<file path="src/rtl/load_store_unit_if.sv">
// load_store_unit_if: request/response and memory-port bundle for the load/store unit
//   req_*  : core -> unit request handshake (valid/ready) with store flag, size, sign mode, byte address, store data
//   resp_* : unit -> core response handshake (valid/ready) with extended load data and error flag
//   mem_*  : unit -> memory word-addressed read port (combinational data) and write port
//   slave  : view taken by the unit; master : view taken by the core/memory side
interface load_store_unit_if #(
   parameter int DATA_WIDTH = 32,
   parameter int ADDR_WIDTH = 32
);
   logic                  req_valid;
   logic                  req_ready;
   logic                  req_is_store;
   logic [1:0]            req_size;
   logic                  req_unsigned;
   logic [ADDR_WIDTH-1:0] req_addr;
   logic [DATA_WIDTH-1:0] req_wdata;
   logic                  resp_valid;
   logic                  resp_ready;
   logic [DATA_WIDTH-1:0] resp_rdata;
   logic                  resp_error;
   logic [ADDR_WIDTH-1:0] mem_read_addr;
   logic                  mem_read_enable;
   logic [DATA_WIDTH-1:0] mem_read_data;
   logic [ADDR_WIDTH-1:0] mem_write_addr;
   logic [DATA_WIDTH-1:0] mem_write_data;
   logic                  mem_write_enable;
   modport slave (
      input  req_valid, req_is_store, req_size, req_unsigned, req_addr, req_wdata, resp_ready, mem_read_data,
      output req_ready, resp_valid, resp_rdata, resp_error,
      output mem_read_addr, mem_read_enable, mem_write_addr, mem_write_data, mem_write_enable
   );
   modport master (
      output req_valid, req_is_store, req_size, req_unsigned, req_addr, req_wdata, resp_ready, mem_read_data,
      input  req_ready, resp_valid, resp_rdata, resp_error,
      input  mem_read_addr, mem_read_enable, mem_write_addr, mem_write_data, mem_write_enable
   );
endinterface

</file>
<file path="src/rtl/load_store_unit.sv">
// load_store_unit: byte/half/word load-store engine over a word-wide memory
//   clk   : clock, all state on rising edge
//   reset : synchronous active-low reset
//   bus   : load_store_unit_if.slave (request, response and memory ports)
module load_store_unit #(
   parameter int DATA_WIDTH = 32,
   parameter int ADDR_WIDTH = 32
) (
   input logic                clk,
   input logic                reset,
   load_store_unit_if.slave   bus
);
   typedef enum logic [1:0] {IDLE, READ, WRITE, RESP} state_t;
   state_t                state_q, state_d;
   logic                  store_q, store_d;
   logic                  unsigned_q, unsigned_d;
   logic [1:0]            size_q, size_d;
   logic [1:0]            lane_q, lane_d;
   logic [ADDR_WIDTH-1:0] waddr_q, waddr_d;
   logic [DATA_WIDTH-1:0] wdata_q, wdata_d;
   logic [DATA_WIDTH-1:0] rdata_q, rdata_d;
   logic                  error_q, error_d;
   logic                  ready_q, ready_d;
   logic                  rvalid_q, rvalid_d;
   logic                  rd_en_q, rd_en_d;
   logic                  wr_en_q, wr_en_d;
   logic                  misaligned;
   logic [4:0]            sh;
   logic [DATA_WIDTH-1:0] shifted, extended, lane_mask, merged;
   assign bus.req_ready        = ready_q;
   assign bus.resp_valid       = rvalid_q;
   assign bus.resp_rdata       = rdata_q;
   assign bus.resp_error       = error_q;
   assign bus.mem_read_addr    = waddr_q;
   assign bus.mem_read_enable  = rd_en_q;
   assign bus.mem_write_addr   = waddr_q;
   assign bus.mem_write_data   = wdata_q;
   assign bus.mem_write_enable = wr_en_q;
   always_comb begin
      misaligned = bus.req_size == 2'b11 ||
                   (bus.req_size == 2'b01 && bus.req_addr[0]) ||
                   (bus.req_size == 2'b10 && bus.req_addr[1:0] != 2'b00);
      sh        = {lane_q, 3'b000};
      shifted   = bus.mem_read_data >> sh;
      extended  = size_q == 2'b00 ? {{(DATA_WIDTH-8){~unsigned_q & shifted[7]}}, shifted[7:0]} :
                  size_q == 2'b01 ? {{(DATA_WIDTH-16){~unsigned_q & shifted[15]}}, shifted[15:0]} : shifted;
      lane_mask = (size_q == 2'b00 ? DATA_WIDTH'(8'hFF) : DATA_WIDTH'(16'hFFFF)) << sh;
      // read-modify-write: keep the old word outside the addressed lanes
      merged    = (bus.mem_read_data & ~lane_mask) | ((wdata_q << sh) & lane_mask);
   end
   always_comb begin
      state_d    = state_q;
      store_d    = store_q;
      unsigned_d = unsigned_q;
      size_d     = size_q;
      lane_d     = lane_q;
      waddr_d    = waddr_q;
      wdata_d    = wdata_q;
      rdata_d    = rdata_q;
      error_d    = error_q;
      case (state_q)
         IDLE: if (bus.req_valid && ready_q) begin
            store_d    = bus.req_is_store;
            unsigned_d = bus.req_unsigned;
            size_d     = bus.req_size;
            lane_d     = bus.req_addr[1:0];
            waddr_d    = {2'b00, bus.req_addr[ADDR_WIDTH-1:2]};
            wdata_d    = bus.req_wdata;
            rdata_d    = '0;
            error_d    = misaligned;
            state_d    = misaligned ? RESP : (bus.req_is_store && bus.req_size == 2'b10) ? WRITE : READ;
         end
         READ: begin
            state_d = store_q ? WRITE : RESP;
            wdata_d = store_q ? merged : wdata_q;
            rdata_d = store_q ? rdata_q : extended;
         end
         WRITE: state_d = RESP;
         RESP: state_d = bus.resp_ready ? IDLE : RESP;
         default: state_d = IDLE;
      endcase
      // outputs are registered: decode them from the next state
      ready_d  = state_d == IDLE;
      rvalid_d = state_d == RESP;
      rd_en_d  = state_d == READ;
      wr_en_d  = state_d == WRITE;
   end
   always_ff @(posedge clk) begin
      if (!reset) begin
         state_q    <= IDLE;
         store_q    <= 1'b0;
         unsigned_q <= 1'b0;
         size_q     <= 2'b00;
         lane_q     <= 2'b00;
         waddr_q    <= '0;
         wdata_q    <= '0;
         rdata_q    <= '0;
         error_q    <= 1'b0;
         ready_q    <= 1'b1;
         rvalid_q   <= 1'b0;
         rd_en_q    <= 1'b0;
         wr_en_q    <= 1'b0;
      end else begin
         state_q    <= state_d;
         store_q    <= store_d;
         unsigned_q <= unsigned_d;
         size_q     <= size_d;
         lane_q     <= lane_d;
         waddr_q    <= waddr_d;
         wdata_q    <= wdata_d;
         rdata_q    <= rdata_d;
         error_q    <= error_d;
         ready_q    <= ready_d;
         rvalid_q   <= rvalid_d;
         rd_en_q    <= rd_en_d;
         wr_en_q    <= wr_en_d;
      end
   end
endmodule

</file>
<file path="src/flat_wrapper.sv">
// flat-port wrapper written by rule: the top's interface ports become plain ports
module load_store_unit_flat 
#(
   parameter int DATA_WIDTH = 32,
   parameter int ADDR_WIDTH = 32
)
  (clk, reset, bus_req_valid, bus_req_is_store, bus_req_size, bus_req_unsigned, bus_req_addr, bus_req_wdata, bus_resp_ready, bus_mem_read_data, bus_req_ready, bus_resp_valid, bus_resp_rdata, bus_resp_error, bus_mem_read_addr, bus_mem_read_enable, bus_mem_write_addr, bus_mem_write_data, bus_mem_write_enable);
  load_store_unit_if #(.DATA_WIDTH(DATA_WIDTH), .ADDR_WIDTH(ADDR_WIDTH)) bus_i ();
  input logic clk;
  input logic reset;
  input wire logic [$bits(bus_i.req_valid)-1:0] bus_req_valid;
  input wire logic [$bits(bus_i.req_is_store)-1:0] bus_req_is_store;
  input wire logic [$bits(bus_i.req_size)-1:0] bus_req_size;
  input wire logic [$bits(bus_i.req_unsigned)-1:0] bus_req_unsigned;
  input wire logic [$bits(bus_i.req_addr)-1:0] bus_req_addr;
  input wire logic [$bits(bus_i.req_wdata)-1:0] bus_req_wdata;
  input wire logic [$bits(bus_i.resp_ready)-1:0] bus_resp_ready;
  input wire logic [$bits(bus_i.mem_read_data)-1:0] bus_mem_read_data;
  output wire logic [$bits(bus_i.req_ready)-1:0] bus_req_ready;
  output wire logic [$bits(bus_i.resp_valid)-1:0] bus_resp_valid;
  output wire logic [$bits(bus_i.resp_rdata)-1:0] bus_resp_rdata;
  output wire logic [$bits(bus_i.resp_error)-1:0] bus_resp_error;
  output wire logic [$bits(bus_i.mem_read_addr)-1:0] bus_mem_read_addr;
  output wire logic [$bits(bus_i.mem_read_enable)-1:0] bus_mem_read_enable;
  output wire logic [$bits(bus_i.mem_write_addr)-1:0] bus_mem_write_addr;
  output wire logic [$bits(bus_i.mem_write_data)-1:0] bus_mem_write_data;
  output wire logic [$bits(bus_i.mem_write_enable)-1:0] bus_mem_write_enable;
  assign bus_i.req_valid = bus_req_valid;
  assign bus_i.req_is_store = bus_req_is_store;
  assign bus_i.req_size = bus_req_size;
  assign bus_i.req_unsigned = bus_req_unsigned;
  assign bus_i.req_addr = bus_req_addr;
  assign bus_i.req_wdata = bus_req_wdata;
  assign bus_i.resp_ready = bus_resp_ready;
  assign bus_i.mem_read_data = bus_mem_read_data;
  assign bus_req_ready = bus_i.req_ready;
  assign bus_resp_valid = bus_i.resp_valid;
  assign bus_resp_rdata = bus_i.resp_rdata;
  assign bus_resp_error = bus_i.resp_error;
  assign bus_mem_read_addr = bus_i.mem_read_addr;
  assign bus_mem_read_enable = bus_i.mem_read_enable;
  assign bus_mem_write_addr = bus_i.mem_write_addr;
  assign bus_mem_write_data = bus_i.mem_write_data;
  assign bus_mem_write_enable = bus_i.mem_write_enable;
  load_store_unit #(.DATA_WIDTH(DATA_WIDTH), .ADDR_WIDTH(ADDR_WIDTH)) u_core (.clk(clk), .reset(reset), .bus(bus_i));
endmodule
</file>
<file path="config.mk">
export PLATFORM = sky130hd
export DESIGN_NAME = load_store_unit_flat
export DESIGN_NICKNAME = d
export VERILOG_FILES = /design/src/rtl/load_store_unit_if.sv /design/src/rtl/load_store_unit.sv /design/src/flat_wrapper.sv
export SDC_FILE = /design/constraint.sdc
export NUM_CORES = 1
export LEC_CHECK = 0
export BUFFER_PORTS_ARGS = -buffer_cell sky130_fd_sc_hd__buf_2
export CAP_MARGIN = 5
export CORE_ASPECT_RATIO = 1.75
export CORE_MARGIN = 2
export CORE_UTILIZATION = 25
export CTS_CLUSTER_DIAMETER = 40
export DETAILED_ROUTE_END_ITERATION = 7
export PLACE_DENSITY = 0.44
export SETUP_SLACK_MARGIN = 0.15
export SLEW_MARGIN = 20
export SYNTH_ARGS = -nofsm -noshare
export SYNTH_HDL_FRONTEND = slang
export SYNTH_SLANG_ARGS = --single-unit
</file>
<file path="constraint.sdc">
create_clock -name clk -period 1.7 [get_ports clk]
set_input_delay 0.085 -clock clk [delete_from_list [all_inputs] [get_ports clk]]
set_output_delay 0.085 -clock clk [all_outputs]
set_load 0.1 [all_outputs]
</file>
# ---- Word-level counts from Yosys, hierarchy flattened
# Cells that the tools add are included.
dict set report totals {
  register_bits 107
  out_inout_bits 133
}
dict set report classes {
  eq_ne 13
  n_shift 3
  mux 15
  bitwise 7
  reduce_logical 14
}
# cell n
set ops {}
lappend ops {{2-to-1 mux 32 bit} 6}
lappend ops {{one-hot mux 32 bit (2 select lines)} 2}
lappend ops {{bitwise AND 32 bit} 2}
lappend ops {{left shift 32 x 5 -> 32 bit} 2}
lappend ops {{NOT 32 bit} 1}
lappend ops {{bitwise OR 32 bit} 1}
lappend ops {{>> shifter 32 x 5 -> 32 bit} 1}
lappend ops {{2-to-1 mux 16 bit} 1}
lappend ops {{equality test 2 bit (second input constant)} 6}
lappend ops {{equality test 2 x 1 -> 1 bit (second input constant)} 4}
lappend ops {{2-to-1 mux 2 bit} 4}
lappend ops {{one-hot mux 2 bit (4 select lines)} 1}
lappend ops {{zero test 2 bit} 3}
lappend ops {{AND reduction 3 bit} 2}
lappend ops {{logical AND 1 bit} 4}
lappend ops {{!= test 2 x 1 -> 1 bit (second input constant)} 2}
lappend ops {{nonzero test 2 bit} 2}
lappend ops {{bitwise AND 1 bit} 2}
lappend ops {{logical OR 1 bit} 2}
lappend ops {{!= test 2 bit (second input constant)} 1}
lappend ops {{AND reduction 2 bit} 1}
lappend ops {{2-to-1 mux 1 bit} 1}
lappend ops {{NOT 1 bit} 1}

# ---- Logic depth before layout (Yosys ltp)
dict set report logic_depth {
  word_depth 8
  depth_mapped 7
  mapped_depth_nobuf 4
}

# ---- Worst setup path before layout
# No wires, ideal clock.
dict set report synth_timing {
  path_type {reg-to-reg}
  start {register u_core.ready_q, in the netlist u_core.bus.req_ready}
  end {register u_core.wdata_q[5], in the netlist u_core.bus.mem_write_data[5]}
  setup_time_ps 88
  arrival_time_ps 1947
  path_slack_ps -335
  stages_incl_launch_ff 6
  period_less_slack_ps 2035
  path_cell_list {dfxtp_1 -> nand4bb_4 -> a32oi_4 -> buf_6 -> nor2_1 -> a311oi_2}
}
dict set report synth_between {
  elab_chain_len 3
}
# item line
set synth_lines {}
lappend synth_lines {{start, declared} load_store_unit.sv:23} ;# logic ready_q, ready_d;
lappend synth_lines {{start signal, assigned} load_store_unit.sv:113} ;# ready_q <= ready_d;
lappend synth_lines {{logical AND 1 bit} load_store_unit.sv:62} ;# IDLE: if (bus.req_valid && ready_q) begin
lappend synth_lines {{!= test 2 x 1 -> 1 bit (no source line)} --}
lappend synth_lines {{AND reduction 3 bit (no source line)} --}
lappend synth_lines {{end signal, assigned} load_store_unit.sv:110} ;# wdata_q <= wdata_d;
lappend synth_lines {{end, declared} load_store_unit.sv:20} ;# logic [DATA_WIDTH-1:0] wdata_q, wdata_d;
# No other way between the ends.
# A chain may end at the register's enable or synchronous reset.

==> summary.txt <==
Mapped Cells -> 607
CTS root buffer -> clkbuf_16
Tot GR Track Use -> 18.68%
Crit Path Class -> register to register
total CTS buffers -> 9
sequential share of the synthesized area -> 40.50%
WL/cell -> 19.78 um
first-pass iteration count of the detailed router -> 5
clk_lat worst skew -> 0.36 ns
Yosys Warn Count -> 0
clock-pin slew on the worst setup and hold paths -> 0.08 ns
die area -> 22380 um2
vias per cell -> 4.956
slowest CP cell -> dfxtp_2
die width -> 114.0 um
endpoints failing setup -> 0
FF+latch count, synth -> 107
Critical Path RT -> 1.94 ns
Place WS -> -0.2148 ns
Fin. Hold Viols -> 0
critical path's largest stage delay -> 0.34 ns
worst setup margin -> 0.07491 ns
row count -> 70
total number of vias -> 5546
CTS Sinks -> 107
core area -> 20850 um2
Least-Margin Pin Slew -> 0.5104 ns
Synth cell types -> 54
Fmax -> 615.4 MHz
max cap viols -> 0
drt first-iter violations -> 367
grt ovf -> 0
routability cong. -> 0.8020
min Tclk post-route -> 1.625 ns
final period utilization -> 95.59%
Port Buffers -> 232
ys flop type -> dfxtp_1
final wirelength -> 22140 um
initial antenna violation count -> 1
Mapped Area -> 5289 um2
Initial Util -> 25.37%
Hold Crit Class -> input port to register
Static Leakage -> 0.003363 uW
first-pass GRT wire length -> 31500 um
layout cells sized above 1 -> 43.19%
Slew headroom -> 65.61%
CTS tree -> done
Synth async-reset ratio -> 0%
# DRC -> 0
pwr/cell area -> 1946 nW/um2
RSZ-0062 raised after global routing -> yes
Peak VDD IR -> 757.3 uV
critical path arrival -> 1.87 ns
Post-DP HPWL -> 16340 um
Post-synth EDFFs -> 0
startpoint types -> register
Layout Utilization -> 36.98%
Detail Route Antenna Nets -> 0
number of I/O pins -> 237
Max Root-Sink Buffers -> 2
vias in the first global route -> 5418
Fin Setup TNS -> 0 ns
Die H -> 196.4 um
Nets -> 965
Tot Pwr -> 15000 uW
outcome -> completed
Worst setup EP type -> register
final slew viol count -> 0
worst path cell trace -> or2_4 -> a32o_2 -> a211oi_4 -> buf_4 -> o22ai_2
Area Overhead vs Synth -> 45.75%
H-tree depth -> 3
syn_area_per_cell -> 8.713 um2
CP max FO -> 5
largest net degree at the start of global routing -> 42
Clock Skew -> 0.009813 ns
-- layer usage --
layer | up-vias | wire length (um) | track usage [%]
li1 | 2670 | - | -
met4 | 0 | 1253 | 11.56
met1 | 2568 | 8371 | 19.81
met3 | 57 | 1034 | 2.645
met2 | 251 | 11480 | 34.15
met5 | - | 0 | 0
-- critical path: cells and delay by family, from the launching register on --
kind / cells / cell delay, ns
compound gates: 3 / 0.69
buf+inv: 1 / 0.17
flops: 1 / 0.34
simple gates: 1 / 0.30
-- metrics by stage --
stage	instances	hold slack (ns)	area (um2)
final	1119	0.009515	7709
after floorplan	610	0.2210	5318
after global placement	1051	0.3273	6683
after CTS	1108	0.0002777	7488
after global routing	1119	0.004895	7709
after detailed placement	1051	0.3333	6683
-- path summary, 6_finish.rpt --
path	startpoint	to	slack, ns	cells past startpoint
min	bus_req_size[1]	u_core.size_q[1]$_SDFFE_PN0P_	0.01	3
max reg2reg	u_core.size_q[0]$_SDFFE_PN0P_	register	0.07	5
min reg2reg	u_core.bus.mem_read_addr[11]$_SDFFE_PN0P_	u_core.bus.mem_read_addr[11]$_SDFFE_PN0P_	0.46	2
max	u_core.size_q[0]$_SDFFE_PN0P_	register	0.07	5
-- where the power goes --
group	internal (uW)	total, uW	switching [uW]
Combinational	2100	9130	7030
Clock	1260	2250	990
Sequential	3130	3620	487
Total	6490	15000	8510
-- placed cells by master (no fill, tap or decap), drive strengths merged, types with 16 or more instances in the layout --
| cell | count |
|---|---|
| dlygate4sd3 | 38 |
| a21oi | 48 |
| dfxtp | 107 |
| buf | 281 |
| o21ai | 41 |
| a22oi | 36 |
| mux2i | 19 |
| nand2 | 119 |
| nor2 | 31 |
| clkbuf | 16 |
-- synth_stat cells, types with 9 or more instances --
library cell / count / area [um2]
a21oi_1: 46 / 230.2
buf_2: 14 / 70.07
a31oi_1: 14 / 87.58
buf_4: 39 / 292.8
nor2_1: 28 / 105.1
a22oi_1: 36 / 270.3
o211ai_1: 9 / 67.56
dfxtp_1: 107 / 2142
a211oi_1: 9 / 67.56
nand2_1: 119 / 446.7
mux2i_1: 19 / 190.2
o21ai_0: 40 / 200.2
clkbuf_1: 24 / 90.09
-- kinds of logic (layout without fill, tap and decap cells) --
group,Yosys count,in the layout,share of synthesized area (%)
mux,34,34,8.493
compound gates,198,198,25.46
buf+inv,88,343,10.20
flops,107,107,40.50
other cells,1,5,0.07090
simple gates,179,180,15.28
-- layout make-up --
cell class,count,area (um2)
clock inverters,4,47.55
well taps,252,315.3
inverters,3,11.26
diodes,1,2.502
multi-input cells,416,2753
clock buffers,12,266.5
fillers,2195,13140
flip-flops and latches,107,2176
repair buffers,324,2137
-- repair_timing --
| action | CTS | global route |
|---|---|---|
| cloned | 1 | 4 |
| pin swaps | 5 | 15 |
| buffers inserted | 2 | 6 |
| hold endpoints to repair | 37 | 0 |
| setup endpoints to repair | 65 | 58 |
| hold buffers | 38 | 0 |
| resized for setup | 16 | 24 |
Power figures use the tool's default switching activity.
